===== src/rtl/line_buffer_11rows_pkg.sv =====
// line_buffer_11rows_pkg: constants shared by the row aligner and the window buffer it feeds.
package line_buffer_11rows_pkg;
    localparam int WIN_SIZE = 11;
    localparam int LINES = WIN_SIZE - 1;
    localparam int PIX_W = 8;
    localparam int CNT_W = 10;
endpackage


===== src/rtl/line_buffer_11rows_if.sv =====
// line_buffer_11rows_if: raster pixel stream in, aligned 11-row column taps out.
interface line_buffer_11rows_if #(parameter int PIX_W = line_buffer_11rows_pkg::PIX_W);
    import line_buffer_11rows_pkg::*;
    logic [PIX_W-1:0] data_i;
    logic valid_i;
    logic [PIX_W-1:0] S1_o, S2_o, S3_o, S4_o, S5_o, S6_o, S7_o, S8_o, S9_o, S10_o, S11_o;
    logic valid_o;
    logic frame_done_o;
    logic [CNT_W-1:0] row_o, col_o;
    modport master (
        output data_i, valid_i,
        input S1_o, S2_o, S3_o, S4_o, S5_o, S6_o, S7_o, S8_o, S9_o, S10_o, S11_o,
        input valid_o, frame_done_o, row_o, col_o
    );
    modport slave (
        input data_i, valid_i,
        output S1_o, S2_o, S3_o, S4_o, S5_o, S6_o, S7_o, S8_o, S9_o, S10_o, S11_o,
        output valid_o, frame_done_o, row_o, col_o
    );
endinterface


===== src/rtl/line_buffer_11rows_line_fifo_ram.sv =====
// line_fifo_ram: one image row of storage; combinational read returns the pre-write word.
module line_fifo_ram #(
    parameter int DEPTH = 9,
    parameter int WIDTH = 8,
    parameter int AW = $clog2(DEPTH)
) (
    input  logic             clk,
    input  logic             we,
    input  logic [AW-1:0]    addr,
    input  logic [WIDTH-1:0] d,
    output logic [WIDTH-1:0] q
);
    logic [WIDTH-1:0] mem [DEPTH];
    assign q = mem[addr];
    always_ff @(posedge clk)
        if (we) mem[addr] <= d;
endmodule


===== src/rtl/line_buffer_11rows.sv =====
// line_buffer_11rows: chains 10 line FIFOs so each accepted pixel yields its column
// across the 11 most recent rows, valid once 10 rows of the current frame are stored.
module line_buffer_11rows #(
    parameter int COLS = 9,
    parameter int ROWS = 9,
    parameter int PIX_W = line_buffer_11rows_pkg::PIX_W
) (
    input logic clk,
    input logic rst,
    line_buffer_11rows_if.slave bus
);
    import line_buffer_11rows_pkg::*;
    localparam int AW = $clog2(COLS);
    localparam logic [CNT_W-1:0] COL_LAST = CNT_W'(COLS - 1);
    localparam logic [CNT_W-1:0] ROW_LAST = CNT_W'(ROWS - 1);
    logic [CNT_W-1:0] col_cnt, row_cnt, row_q, col_q;
    logic [PIX_W-1:0] q [LINES];
    logic [PIX_W-1:0] tap_d [WIN_SIZE];
    logic [PIX_W-1:0] taps [WIN_SIZE];
    logic valid_q, done_q;
    logic col_last, row_last;
    assign col_last = col_cnt == COL_LAST;
    assign row_last = row_cnt == ROW_LAST;
    // line[k] takes the word line[k-1] held at this column, so rows ripple down one FIFO per frame row
    for (genvar k = 0; k < LINES; k++) begin : g_line
        if (k == 0) begin : g_head
            line_fifo_ram #(.DEPTH(COLS), .WIDTH(PIX_W)) u_ram (
                .clk(clk), .we(bus.valid_i), .addr(col_cnt[AW-1:0]), .d(bus.data_i), .q(q[k])
            );
        end else begin : g_tail
            line_fifo_ram #(.DEPTH(COLS), .WIDTH(PIX_W)) u_ram (
                .clk(clk), .we(bus.valid_i), .addr(col_cnt[AW-1:0]), .d(q[k-1]), .q(q[k])
            );
        end
    end
    always_comb begin
        tap_d[WIN_SIZE-1] = bus.data_i;
        for (int j = 0; j < LINES; j++) tap_d[j] = q[LINES-1-j];
    end
    always_ff @(posedge clk or negedge rst)
        if (!rst) begin
            col_cnt <= '0;
            row_cnt <= '0;
            row_q <= '0;
            col_q <= '0;
            valid_q <= 1'b0;
            done_q <= 1'b0;
            taps <= '{default: '0};
        end else begin
            valid_q <= bus.valid_i && row_cnt >= CNT_W'(LINES);
            done_q <= bus.valid_i && col_last && row_last;
            if (bus.valid_i) begin
                col_cnt <= col_last ? '0 : col_cnt + 1'b1;
                if (col_last) row_cnt <= row_last ? '0 : row_cnt + 1'b1;
                row_q <= row_cnt;
                col_q <= col_cnt;
                taps <= tap_d;
            end
        end
    assign bus.valid_o = valid_q;
    assign bus.frame_done_o = done_q;
    assign bus.row_o = row_q;
    assign bus.col_o = col_q;
    assign bus.S1_o = taps[0];
    assign bus.S2_o = taps[1];
    assign bus.S3_o = taps[2];
    assign bus.S4_o = taps[3];
    assign bus.S5_o = taps[4];
    assign bus.S6_o = taps[5];
    assign bus.S7_o = taps[6];
    assign bus.S8_o = taps[7];
    assign bus.S9_o = taps[8];
    assign bus.S10_o = taps[9];
    assign bus.S11_o = taps[10];
endmodule


===== src/flat_wrapper.sv =====
// flat-port wrapper written by rule: the top's interface ports become plain ports
module line_buffer_11rows_flat import line_buffer_11rows_pkg::*;
#(
    parameter int COLS = 9,
    parameter int ROWS = 9,
    parameter int PIX_W = line_buffer_11rows_pkg::PIX_W
)
  (clk, rst, bus_data_i, bus_valid_i, bus_S1_o, bus_S2_o, bus_S3_o, bus_S4_o, bus_S5_o, bus_S6_o, bus_S7_o, bus_S8_o, bus_S9_o, bus_S10_o, bus_S11_o, bus_valid_o, bus_frame_done_o, bus_row_o, bus_col_o);
  line_buffer_11rows_if #(.PIX_W(PIX_W)) bus_i ();
  input logic clk;
  input logic rst;
  input wire logic [$bits(bus_i.data_i)-1:0] bus_data_i;
  input wire logic [$bits(bus_i.valid_i)-1:0] bus_valid_i;
  output wire logic [$bits(bus_i.S1_o)-1:0] bus_S1_o;
  output wire logic [$bits(bus_i.S2_o)-1:0] bus_S2_o;
  output wire logic [$bits(bus_i.S3_o)-1:0] bus_S3_o;
  output wire logic [$bits(bus_i.S4_o)-1:0] bus_S4_o;
  output wire logic [$bits(bus_i.S5_o)-1:0] bus_S5_o;
  output wire logic [$bits(bus_i.S6_o)-1:0] bus_S6_o;
  output wire logic [$bits(bus_i.S7_o)-1:0] bus_S7_o;
  output wire logic [$bits(bus_i.S8_o)-1:0] bus_S8_o;
  output wire logic [$bits(bus_i.S9_o)-1:0] bus_S9_o;
  output wire logic [$bits(bus_i.S10_o)-1:0] bus_S10_o;
  output wire logic [$bits(bus_i.S11_o)-1:0] bus_S11_o;
  output wire logic [$bits(bus_i.valid_o)-1:0] bus_valid_o;
  output wire logic [$bits(bus_i.frame_done_o)-1:0] bus_frame_done_o;
  output wire logic [$bits(bus_i.row_o)-1:0] bus_row_o;
  output wire logic [$bits(bus_i.col_o)-1:0] bus_col_o;
  assign bus_i.data_i = bus_data_i;
  assign bus_i.valid_i = bus_valid_i;
  assign bus_S1_o = bus_i.S1_o;
  assign bus_S2_o = bus_i.S2_o;
  assign bus_S3_o = bus_i.S3_o;
  assign bus_S4_o = bus_i.S4_o;
  assign bus_S5_o = bus_i.S5_o;
  assign bus_S6_o = bus_i.S6_o;
  assign bus_S7_o = bus_i.S7_o;
  assign bus_S8_o = bus_i.S8_o;
  assign bus_S9_o = bus_i.S9_o;
  assign bus_S10_o = bus_i.S10_o;
  assign bus_S11_o = bus_i.S11_o;
  assign bus_valid_o = bus_i.valid_o;
  assign bus_frame_done_o = bus_i.frame_done_o;
  assign bus_row_o = bus_i.row_o;
  assign bus_col_o = bus_i.col_o;
  line_buffer_11rows #(.COLS(COLS), .ROWS(ROWS), .PIX_W(PIX_W)) u_core (.clk(clk), .rst(rst), .bus(bus_i));
endmodule

===== config.mk =====
export PLATFORM = sky130hd
export DESIGN_NAME = line_buffer_11rows_flat
export DESIGN_NICKNAME = d
export VERILOG_FILES = /design/src/rtl/line_buffer_11rows_pkg.sv /design/src/rtl/line_buffer_11rows_if.sv /design/src/rtl/line_buffer_11rows_line_fifo_ram.sv /design/src/rtl/line_buffer_11rows.sv /design/src/flat_wrapper.sv
export SDC_FILE = /design/constraint.sdc
export NUM_CORES = 1
export LEC_CHECK = 0
export ABC_CLOCK_PERIOD_IN_PS = 12250
export CORE_UTILIZATION = 58
export CTS_BUF_LIST = sky130_fd_sc_hd__clkbuf_8
export CTS_CLUSTER_DIAMETER = 100
export DETAILED_ROUTE_END_ITERATION = 6
export PLACE_DENSITY = 0.73
export SLEW_MARGIN = 5
export SYNTH_ARGS = -nofsm -noshare
export SYNTH_HDL_FRONTEND = slang
export SYNTH_SLANG_ARGS = --single-unit

===== constraint.sdc =====
create_clock -name clk -period 12.25 [get_ports clk]
set_clock_uncertainty 0.15 [all_clocks]
set_input_delay 1.225 -clock clk [delete_from_list [all_inputs] [get_ports clk]]
set_output_delay 1.225 -clock clk [all_outputs]
set_load 0.05 [all_outputs]

# Word-level counts from Yosys, hierarchy flattened
# Memories as Yosys holds them, arrays and structs flattened. A register that Yosys moved wholly into a read port is not among the register bits.
# Index checks and enable logic that the tools add are counted.
[totals]
mem_bits_rw = 720
memories = 10
out_inout_bits = 110
register_bits = 122
inputBits = 11
[mem_list]
columns = ["memory", "words", "width", "rd", "rd_clocked_by_memory_dff", "wr", "line_no", "source"]
rows = [
  ["u_core.g_line[0].g_head.u_ram.mem", 9, 8, 1, 0, 1, "line_buffer_11rows_line_fifo_ram.sv:13", "logic [WIDTH-1:0] mem [DEPTH];"],
  ["u_core.g_line[1].g_tail.u_ram.mem", 9, 8, 1, 0, 1, "line_buffer_11rows_line_fifo_ram.sv:13", ""],
  ["u_core.g_line[2].g_tail.u_ram.mem", 9, 8, 1, 0, 1, "line_buffer_11rows_line_fifo_ram.sv:13", ""],
  ["u_core.g_line[3].g_tail.u_ram.mem", 9, 8, 1, 0, 1, "line_buffer_11rows_line_fifo_ram.sv:13", ""],
  ["u_core.g_line[4].g_tail.u_ram.mem", 9, 8, 1, 0, 1, "line_buffer_11rows_line_fifo_ram.sv:13", ""],
  ["u_core.g_line[5].g_tail.u_ram.mem", 9, 8, 1, 0, 1, "line_buffer_11rows_line_fifo_ram.sv:13", ""],
  ["+4 memories", "n/a", "n/a", "n/a", "n/a", "n/a", "n/a", ""],
]
[classes]
n_mux = 4
n_reduce_logical = 5
n_eq_ne = 2
order_cmp = 1
n_addsub = 2
[ops]
columns = ["operator", "count"]
rows = [
  ["$add 10x1->10 const B", 2],
  ["$eq 10x4->1 const B", 2],
  ["$mux 10", 2],
  ["$ge 10x4->1 const B", 1],
  ["$logic_and 1x1->1", 3],
  ["$mux 1", 2],
  ["$reduce_and 2->1", 1],
  ["$logic_not 1->1", 1],
]

# Depth between registers and ports, before layout
# Gate-level depths: netlist (run 1).
[logic_depth]
ltp_word = 3
depth_mapped = 10

# By module
# Synthesis (run 1) repeated with hierarchy kept, for this count alone.
[unflattened]
hier_cells = 2027
hier_area_um2 = 34580.7
[modules_own_cells]
columns = ["module", "area_each_um2", "seq_area_each_um2", "instances", "cells_each"]
rows = [
  ["line_fifo_ram", 2947.8, 2162.1, 10, 169],
  ["line_buffer_11rows", 5102.4, 3253.1, 1, 337],
]

# Worst setup path after synthesis (run 1)
# OpenSTA, ideal clock, no wires.
[synth_timing]
path_kind = "input to register"
start = "input bus_valid_i"
end = "memory u_core.g_line[0].g_head.u_ram.mem[8][0] (enable)"
cell_stages = 4
t_required_ps = 11467
setup_slack_ps = 3648
path_buffers = 2
setup_time_ps = 633
arrival_time_ps = 7819
cell_sequence = "clkbuf_1 -> clkbuf_1 -> nand2_1 -> nor3b_1"
[synth_via]
elab_chain_cells = 2
[synth_rtl]
columns = ["element", "line_no", "source"]
rows = [
  ["start, declared", "flat_wrapper.sv:13", "input wire logic [$bits(bus_i.valid_i)-1:0] bus_valid_i;"],
  ["$mux 1", "line_buffer_11rows_line_fifo_ram.sv:16", "if (we) mem[addr] <= d;"],
  ["$mux 1 (implied by the code)", "line_buffer_11rows_line_fifo_ram.sv:16", ""],
  ["end, declared", "line_buffer_11rows_line_fifo_ram.sv:13", ""],
]
# Every way passes these cells.

# Worst setup path after layout (run 1)
[layout_timing]
start = "input bus_valid_i"
end = "memory u_core.g_line[1].g_tail.u_ram.mem[4][7] (enable)"
[layout_via]
elab_chain_cells = 2
[layout_rtl]
columns = ["element", "line_no"]
rows = [
  ["$mux 1", "line_buffer_11rows_line_fifo_ram.sv:16"],
  ["$mux 1 (implied by the code)", "line_buffer_11rows_line_fifo_ram.sv:16"],
  ["end, declared", "line_buffer_11rows_line_fifo_ram.sv:13"],
]
# Every way passes these cells.

==> results of run 1 <==
-- cell families after synthesis --
group | synth area share, %
flip-flops | 76.4
AND/OR/NAND/NOR | 5.24
multiplexers | 12.0
AO/OA/AOI/OAI | 4.27
buffers and inverters | 1.46
XOR/XNOR | 0.350
adder cells (fa/ha/maj) | 0.269
-- cell usage after synthesis (8+ instances only) --
cell type | n | area share, %
a21oi_1 | 12 | 0.18
mux2i_1 | 15 | 0.46
mux4_2 | 78 | 5.4
xnor2_1 | 9 | 0.24
buf_2 | 43 | 0.66
nand3_1 | 148 | 2.3
a41oi_1 | 70 | 1.9
o311ai_0 | 8 | 0.22
edfxtp_1 | 720 | 66
clkbuf_1 | 56 | 0.65
nand2_1 | 101 | 1.2
a22oi_1 | 72 | 1.7
mux2_2 | 178 | 6.2
nor3_1 | 10 | 0.15
dfrtp_1 | 130 | 10
nor2_1 | 95 | 1.1
-- stage by stage --
step / instance area, sq um / hold WS, ps
floorplan: 32600 / 304
global placement: 34600 / 340
detailed placement: 34600 / 340
CTS: 37100 / 350
global route: 37100 / 366
finish: 37100 / 348
-- layout by cell type, fill, tap and decap left out, types with 72 or more instances in the layout --
cell type | Yosys | final
edfxtp_1 | 720 | 720
mux4_2 | 78 | 78
nand2_1 | 101 | 101
dfrtp_1 | 130 | 127
clkdlybuf4s50_1 | 0 | 118
nor2_1 | 95 | 86
mux2_2 | 178 | 178
nand3_1 | 148 | 148
clkbuf_8 | 0 | 154
a22oi_1 | 72 | 72
-- worst max-delay path, cell delays in order --
cell	delay, ps
buf_6	470
buf_4	780
nand2_1	330
nor2_4	410
buf_4	600
buf_4	640
-- worst min-delay path by stage --
stage,end,cells after the start,start,slack (ps)
2_1_floorplan,u_core.col_cnt[9],1,u_core.col_cnt[9],300
3_3_place_gp,u_core.bus.row_o[3],1,u_core.bus.row_o[3],340
3_5_place_dp,u_core.row_cnt[9],1,u_core.row_cnt[9],340
4_1_cts,u_core.row_cnt[9],1,u_core.row_cnt[9],350
5_1_grt,u_core.row_cnt[9],1,u_core.row_cnt[9],370
6_report,u_core.row_cnt[9],1,u_core.row_cnt[9],350
-- flip-flops by register name, indices dropped and copies added (netlist names) --
name,flops
u_core.g_line.g_tail.u_ram.mem,648
u_core.g_line.g_head.u_ram.mem,72
u_core.bus.col_o,10
u_core.bus.row_o,10
u_core.col_cnt,10
u_core.row_cnt,10
u_core.bus.S10_o,8
u_core.bus.S11_o,8
u_core.bus.S1_o,8
u_core.bus.S2_o,8
u_core.bus.S3_o,8
u_core.bus.S4_o,8
u_core.bus.S5_o,8
u_core.bus.S6_o,8
u_core.bus.S7_o,8
u_core.bus.S8_o,8
u_core.bus.S9_o,8
u_core.bus.frame_done_o,1
u_core.bus.valid_o,1
-- layer usage --
layer | GRT usage, % | up-vias
met5 | 0 | -
met4 | 9.65 | 0
met3 | 5.24 | 113
met2 | 41.5 | 783
met1 | 35.8 | 9147
li1 | - | 7600
-- final cells by class --
class / instances / area, sq um / share of cell area [%]
Sequential cell: 850 / 24900 / 67.1
Tap cell: 748 / 936 / 2.52
Inverter: 5 / 18.8 / 0.0506
Clock buffer: 154 / 2120 / 5.72
Multi-Input combinational cell: 847 / 7300 / 19.7
Clock inverter: 89 / 373 / 1.01
Timing Repair Buffer: 151 / 1440 / 3.88
-- power by group through the flow --
stage,sequential [mW],combinational (mW),clock (mW)
4_1_cts,4.46,2.95,2.25
2_1_floorplan,4.89,1.49,0
3_5_place_dp,4.51,2.94,0
6_report,4.46,2.94,2.21
3_3_place_gp,4.49,2.87,0
5_1_grt,4.50,3.13,2.38
==> impl_metrics.yaml, run 1 <==
route:
  met2_length_um: 35200
  vias: 17600
  viasPerCell: 6.20
  top_layer: "met4"
  drt_pass1_iterations: 5
  drc: 0
  wl_per_cell_um: 25.2
  drtIter0Drc: 1643
  wl_met3_um: 5220
  ant_nets: 0
  m1WireLength_um: 29700
  wl_um: 71700
power_and_ir_drop:
  switching_share_pct: 35.3
  leakage_nw: 12.7
  peakVddDrop_mv: 0.171
  finalPower_mw: 9.61
  p_int_mw: 6.22
  clock_power_share_pct: 23.0
  p_seq_share_pct: 46.4
  combPwrFrac_pct: 30.6
  switchingPower_mw: 3.39
  power.density_nw_per_um2: 259
floorplan:
  core_area_sq_um: 55300
  fp.dieH_um: 239
  fp.dieArea_sq_um: 57100
  ios: 121
  die_w_um: 239
  start_util_pct: 58.9
  row_count: 86
sta:
  rsz0062_at_grt: "no"
  fin_crit_ps: 4380
  final_hold_viol_count: 0
  fmax_mhz: 228
  fin_crit_sh_pct: 35.7
  layout_setup_ws_ps: 7870
  setup-violations-final: 0
  worst_pin_slew_ps: 1130
  max_slew_margin_pct: 24.7
  drv_slew: 0
  finalSetupTns_ps: 0
run_status:
  outcome: "complete, no violations"
cts:
  cts_buffer_depth: 3
  cts_tree: "built"
  post_cts_buffers: 0
  htree_levels: 4
  cts_root_buf: "clkbuf_8"
  ctsResizeCount: 0
  clk-insertion-delay-late_ps: 780
  path_clk_slew_ps: 60
  cts_made_buffers: 136
  ctsHoldBuffers: 0
  cts_sinks: 850
critical_path:
  critical_path_class: "in -> reg"
  critPathLaunchType: "input port"
  r2r_end: "u_core.g_line[3].g_tail.u_ram.mem[6][5]"
  reg2reg_from: "u_core.col_cnt[1]"
  endpoint_kind: "register"
  cp_data_arrival_time_ps: 4620
  worst_ep_required_time_ps: 12490
  reg2regPathDepth: 5
  crit_end: "u_core.g_line[1].g_tail.u_ram.mem[4][7]"
  path_max_fanout: 75
  reg2reg_slack_ps: 7910
  critPathLaunch: "bus_valid_i"
yosys:
  syn_inst: 1808
  ys_async_sr_fraction_pct: 15.3
  synth.avg_cell_area_sq_um: 18.0
  seq_area_frac_synth_pct: 76.4
  synth_edf_count: 720
  yosysWarnings: 0
  yosys_most_used_dff: "edfxtp_1"
  ys_types: 40
  synth_fp_nets: 1826
  syn_area_sq_um: 32600
  yosys_register_bits: 850
placed_design:
  portBuffers: 120
  post-place-ws_ps: 7100
  dp.cells: 2601
  gp_congestion: 0.756
  dp_hpwl_um: 36900
cells_and_area:
  antennaDiodeCount: 0
  nets: 2009
  n_fill_cell: 3710
  fin_cells: 2844
  drive_gt1_share_pct: 22.5
  syn2layout_area_growth_pct: 13.8
  fin_util_pct: 67.0
grt:
  grt_pass1_vias: 18300
  grt_pass1_wl_um: 109000
  antenna_found_initial: 0
  grt_max_degree: 76
  overflow: 0
  grtUsageTotal_pct: 26.0
min_path:
  holdCritPathClass: "reg -> reg"
flow_run:
  drv_cap: 0
Note: power is estimated with default switching activity, not from simulation.
==> inputs of run 2 (changes only) <==
--- a/config.mk
+++ b/config.mk
@@ -5,12 +5,12 @@
 export SDC_FILE = /design/constraint.sdc
 export NUM_CORES = 1
 export LEC_CHECK = 0
-export ABC_CLOCK_PERIOD_IN_PS = 12250
-export CORE_UTILIZATION = 58
+export ABC_CLOCK_PERIOD_IN_PS = 3800
+export CORE_UTILIZATION = 57
 export CTS_BUF_LIST = sky130_fd_sc_hd__clkbuf_8
 export CTS_CLUSTER_DIAMETER = 100
 export DETAILED_ROUTE_END_ITERATION = 6
-export PLACE_DENSITY = 0.73
+export PLACE_DENSITY = 0.75
 export SLEW_MARGIN = 5
 export SYNTH_ARGS = -nofsm -noshare
 export SYNTH_HDL_FRONTEND = slang
==> constraint.sdc (replaced) <==
create_clock -name clk -period 3.8 [get_ports clk]
set_clock_uncertainty 0.15 [all_clocks]
set_input_delay 0.38 -clock clk [delete_from_list [all_inputs] [get_ports clk]]
set_output_delay 0.38 -clock clk [all_outputs]
set_load 0.05 [all_outputs]
==> run 2 against run 1 <==
Net effect: sequential cell count unchanged; routed wire length grew 3.9%; combinational power grew to 3.4 times the previous value; clock-buffer cell count is the same; critical endpoint is now u_core.g_line[1].g_tail.u_ram.mem[7][6]; die area up 1.7%; worst hold slack got worse by 89 ps; clock power grew to 3.3 times the previous value; highest routed layer unchanged; global-route usage is 0.41 points higher.
==> impl_metrics.yaml, run 2 (same netlist as run 1, synthesis figures left out) <==
floorplan:
  ios: 121
  core_area_sq_um: 56400
  fp.dieH_um: 241
  row_count: 87
  fp.dieArea_sq_um: 58100
  die_w_um: 241
  start_util_pct: 57.7
route:
  drt_pass1_iterations: 6
  drtIter0Drc: 1665
  wl_um: 74400
  wl_per_cell_um: 25.9
  ant_nets: 0
  viasPerCell: 6.24
  drc: 0
  vias: 18000
critical_path:
  path_max_fanout: 28
  reg2reg_from: "u_core.col_cnt[3]"
  cp_data_arrival_time_ps: 3210
  critical_path_class: "reg -> reg"
  critPathLaunch: "u_core.col_cnt[3]"
  worst_ep_required_time_ps: 4160
  critPathLaunchType: "register"
  endpoint_kind: "register"
run_status:
  outcome: "complete, no violations"
sta:
  final_hold_viol_count: 0
  hold-worst-slack_ps: 259
  worst_pin_slew_ps: 835
  rsz0062_at_grt: "no"
  drv_slew: 0
  fmax_mhz: 351
  setup-violations-final: 0
  layout_setup_ws_ps: 951
  fin_crit_ps: 2850
  max_slew_margin_pct: 44.3
  fin_crit_sh_pct: 75.0
grt:
  overflow: 0
  grt_pass1_vias: 18600
  grt_max_degree: 81
  antenna_found_initial: 1
  grtUsageTotal_pct: 26.4
  grt_pass1_wl_um: 111000
cells_and_area:
  nets: 2030
  largest_reg_flops: 648
  n_fill_cell: 3770
  finish.instance_area_sq_um: 37600
  syn2layout_area_growth_pct: 15.6
  final_cell_mix: "edfxtp_1, mux2_2, clkbuf_8, nand3_1, dfrtp_1"
  top_register: "u_core.g_line.g_tail.u_ram.mem"
  reg_top3: "u_core.g_line.g_tail.u_ram.mem x648, u_core.g_line.g_head.u_ram.mem x72"
  drive_gt1_share_pct: 23.6
  final_common_cell: "edfxtp_1"
placed_design:
  dp_hpwl_um: 39300
  portBuffers: 120
  post-place-ws_ps: 975
  detailed_place.area_sq_um: 35000
  gp_congestion: 0.780
cts:
  cts_tree: "built"
  path_clk_slew_ps: 60
  cts_root_buf: "clkbuf_8"
  ctsResizeCount: 0
  clk-insertion-delay-late_ps: 780
  cts_sinks: 850
  htree_levels: 4
  cts_made_buffers: 134
  cts_buffer_depth: 3
power_and_ir_drop:
  power.density_nw_per_um2: 836
  leakage_nw: 12.9
  peakVddDrop_mv: 0.642
flow_run:
  drv_cap: 0
min_path:
  hp-start: "bus_data_i[4]"
  holdCritPathClass: "in -> reg"
-- run 2: worst paths after layout --
path,end,slack [ps],cells past startpoint
worst max register to register,u_core.g_line[1].g_tail.u_ram.mem[7][6],950,5
worst max-delay path,u_core.g_line[1].g_tail.u_ram.mem[7][6],950,5
worst min register to register,u_core.bus.S11_o[7],350,1
worst min-delay path,u_core.g_line[0].g_head.u_ram.mem[0][4],260,1
max in group asynchronous,u_core.bus.S2_o[4],2030,4
min in group asynchronous,u_core.bus.S2_o[3],560,3
-- run 2: stage by stage --
step	util [%]	setup TNS, ps	power (mW)	cells
final	66.8	0	31.5	2879
after global routing	66.8	0	32.7	2877
after CTS	66.8	0	31.6	2876
after detailed placement	62.2	0	24.3	2628
after global placement	62.2	0	24.0	2628
after floorplan	-	-183600	20.5	1808
-- run 2: routing by layer --
| layer | track usage (%) | vias to the layer above | part of all wire, % |
|---|---|---|---|
| li1 | - | 7663 | - |
| met3 | 5.17 | 154 | 7.1 |
| met4 | 10.5 | 0 | 2.7 |
| met2 | 43.6 | 860 | 51 |
| met1 | 34.8 | 9277 | 40 |
| met5 | 0 | - | 0 |
-- run 2: critical path: stages (launching register included) --
cell and delay, ps:
dfrtp_4 600, buf_4 300, nor2_4 660, buf_12 310
nand3_1 130, nand3_1 380
-- run 2: cell type report --
cell class / instances / area (sq um) / share of cell area, %
Clock buffer: 154 / 2120 / 5.63
Tap cell: 756 / 946 / 2.51
Clock inverter: 90 / 437 / 1.16
Timing Repair Buffer: 174 / 1930 / 5.13
Antenna cell: 3 / 7.51 / 0.0199
Inverter: 5 / 18.8 / 0.0499
Sequential cell: 850 / 24900 / 66.1
Multi-Input combinational cell: 847 / 7300 / 19.4
-- run 2: timing repair --
action	CTS	global route
hold buffers	4	0
endpoints found under the hold margin	95	0
buffers inserted	0	0
-- run 2: report_power, final --
group          total (mW)  switching (mW)  internal, mW
Combinational        9.88            6.72          3.16
Sequential           14.3           0.926          13.4
Clock                7.29            3.45          3.83
==> inputs of run 3 (changes only) <==
--- a/config.mk
+++ b/config.mk
@@ -5,7 +5,7 @@
 export SDC_FILE = /design/constraint.sdc
 export NUM_CORES = 1
 export LEC_CHECK = 0
-export ABC_CLOCK_PERIOD_IN_PS = 3800
+export ABC_CLOCK_PERIOD_IN_PS = 2350
 export CORE_UTILIZATION = 57
 export CTS_BUF_LIST = sky130_fd_sc_hd__clkbuf_8
 export CTS_CLUSTER_DIAMETER = 100
==> constraint.sdc (replaced) <==
create_clock -name clk -period 2.35 [get_ports clk]
set_clock_uncertainty 0.15 [all_clocks]
set_input_delay 0.235 -clock clk [delete_from_list [all_inputs] [get_ports clk]]
set_output_delay 0.235 -clock clk [all_outputs]
set_load 0.05 [all_outputs]
==> run 3 against run 2 <==
Net effect: critical endpoint is now u_core.g_line[3].g_tail.u_ram.mem[8][0]; register-to-register slack worse by 910 ps; fmax up 24%; final area up 3.7%; sequential share of layout area down 2.4 points.
==> impl_metrics.yaml, run 3 (same netlist as run 1, synthesis figures left out) <==
grt:
  overflow: 0
  antenna_found_initial: 1
  grt_pass1_vias: 18800
  grtUsageTotal_pct: 26.6
  grt_pass1_wl_um: 112000
  grt_max_degree: 90
sta:
  layout_setup_ws_ps: 45.4
  setup-violations-final: 0
  final_hold_viol_count: 0
  finalSetupTns_ps: 0
  rsz0062_at_grt: "yes"
  worst_pin_slew_ps: 806
  fmax_mhz: 434
  fin_crit_sh_pct: 98.1
  fin_crit_ps: 2300
  max_slew_margin_pct: 46.2
  drv_slew: 0
cts:
  cts_made_buffers: 134
  clk-insertion-delay-late_ps: 770
  cts_tree: "built"
  cts_buffer_depth: 3
  cts_sinks: 850
  htree_levels: 4
  path_clk_slew_ps: 60
  cts_root_buf: "clkbuf_8"
min_path:
  hp-start: "bus_data_i[5]"
  holdCritPathClass: "in -> reg"
route:
  wl_per_cell_um: 25.3
  wl_um: 75200
  ant_nets: 0
  drt_pass1_iterations: 6
  viasPerCell: 6.13
  drc: 0
  vias: 18300
  drtIter0Drc: 1598
critical_path:
  reg2reg_from: "u_core.col_cnt[1]"
  critical_path_class: "reg -> reg"
  crit_buf_inv: 2
  crit_family: "flip-flops"
  critPathLaunchType: "register"
  path_max_fanout: 38
  worst_ep_required_time_ps: 2710
  endpoint_kind: "register"
  cp_slowest_cell: "dfrtp_4"
  critPathLaunch: "u_core.col_cnt[1]"
  path_cells: "buf_12, mux2_2, a22oi_1, nand3_1, buf_4"
  cp_data_arrival_time_ps: 2660
  slowest_delay_ps: 580
power_and_ir_drop:
  leakage_nw: 13.9
  p_seq_share_pct: 44.4
  peakVddDrop_mv: 1.02
  switching_share_pct: 35.2
  combPwrFrac_pct: 33.2
  clock_power_share_pct: 22.4
  switchingPower_mw: 18.1
  power.density_nw_per_um2: 1320
  finalPower_mw: 51.5
  p_int_mw: 33.4
cells_and_area:
  n_fill_cell: 3634
  syn2layout_area_growth_pct: 20.0
  reg_top3: "u_core.g_line.g_tail.u_ram.mem x648, u_core.g_line.g_head.u_ram.mem x72"
  nets: 2134
  finish.instance_area_sq_um: 39100
  final_cell_mix: "edfxtp_1, mux2_2, clkbuf_8, nand3_1, dfrtp_1"
  seqCellArea_sq_um: 24900
  multiInputGateArea_sq_um: 7410
  drive_gt1_share_pct: 28.2
  top_register: "u_core.g_line.g_tail.u_ram.mem"
  final_common_cell: "edfxtp_1"
  largest_reg_flops: 648
floorplan:
  start_util_pct: 57.7
  fp.dieArea_sq_um: 58100
  die_w_um: 241
  row_count: 87
  fp.dieH_um: 241
  ios: 121
  core_area_sq_um: 56400
placed_design:
  post-place-ws_ps: 14.9
  dp_hpwl_um: 43300
  detailed_place.area_sq_um: 36500
  gp_congestion: 0.761
  portBuffers: 120
run_status:
  outcome: "complete, no violations"
flow_run:
  drv_cap: 0
==> run 3: cell count changes in the layout (fill, tap and decap cells not counted), moves of 15 or more <==
cell and delta:
nand3_1 -15, dlygate4sd2_1 +101, buf_12 +56, clkdlybuf4s50_1 -105
buf_4 +49, nand3_2 +15
==> run 3: timing repair <==
item,in CTS,in global routing
resized for setup,101,21
setup endpoints to repair,101,281
hold endpoints to repair,264,0
setup buffers,0,3
hold buffers,4,0
pin swaps,0,1
==> run 3: worst paths after layout <==
path,end,slack (ps),cells after the start
worst max-delay path,u_core.g_line[3].g_tail.u_ram.mem[8][0],50,5
worst min-delay path,u_core.g_line[0].g_head.u_ram.mem[4][5],110,1
worst max register to register,u_core.g_line[3].g_tail.u_ram.mem[8][0],50,5
worst min register to register,u_core.row_cnt[9],350,1
max in group asynchronous,u_core.bus.S3_o[4],1220,4
min in group asynchronous,u_core.bus.col_o[1],430,4
==> run 3: power by group through the flow <==
stage	Clock, mW	Combinational (mW)	Sequential [mW]
final	11.5	17.1	22.8
after global routing	12.4	18.1	23.0
after CTS	11.7	16.9	22.8
after detailed placement	0	17.4	23.1
after global placement	0	16.9	23.0
after floorplan	0	7.91	25.4
==> run 3: through the flow <==
| stage | hold WS [ps] | util, % | instances |
|---|---|---|---|
| 2_1_floorplan | -211 | - | 1808 |
| 3_3_place_gp | -23.9 | 64.8 | 2729 |
| 3_5_place_dp | -16.7 | 64.8 | 2729 |
| 4_1_cts | 39.4 | 69.0 | 2973 |
| 5_1_grt | 101 | 69.3 | 2977 |
| 6_report | 110 | 69.3 | 2978 |
==> run 3: routing by layer <==
metal  part of all wire [%]  vias up  track usage [%]
met2                     51      825             44.2
met5                      0        -                0
met3                    7.1      105             5.17
met4                    1.7        0             8.88
li1                       -     7882                -
met1                     40     9448             35.6
==> run 3: worst register-to-register path: stages, from the launching register on <==
cell and delay, ps:
dfrtp_4 580, buf_12 280, mux2_2 400, a22oi_1 250, nand3_1 180, buf_4 210
==> run 3: cell type report <==
type | count | share of cell area [%]
diodes | 2 | 0.0128
clock buffers | 151 | 5.32
clock inverters | 89 | 1.06
inverters | 5 | 0.0737
multi-input cells | 847 | 19.0
flip-flops and latches | 850 | 63.7
well taps | 756 | 2.42
repair buffers | 278 | 8.43
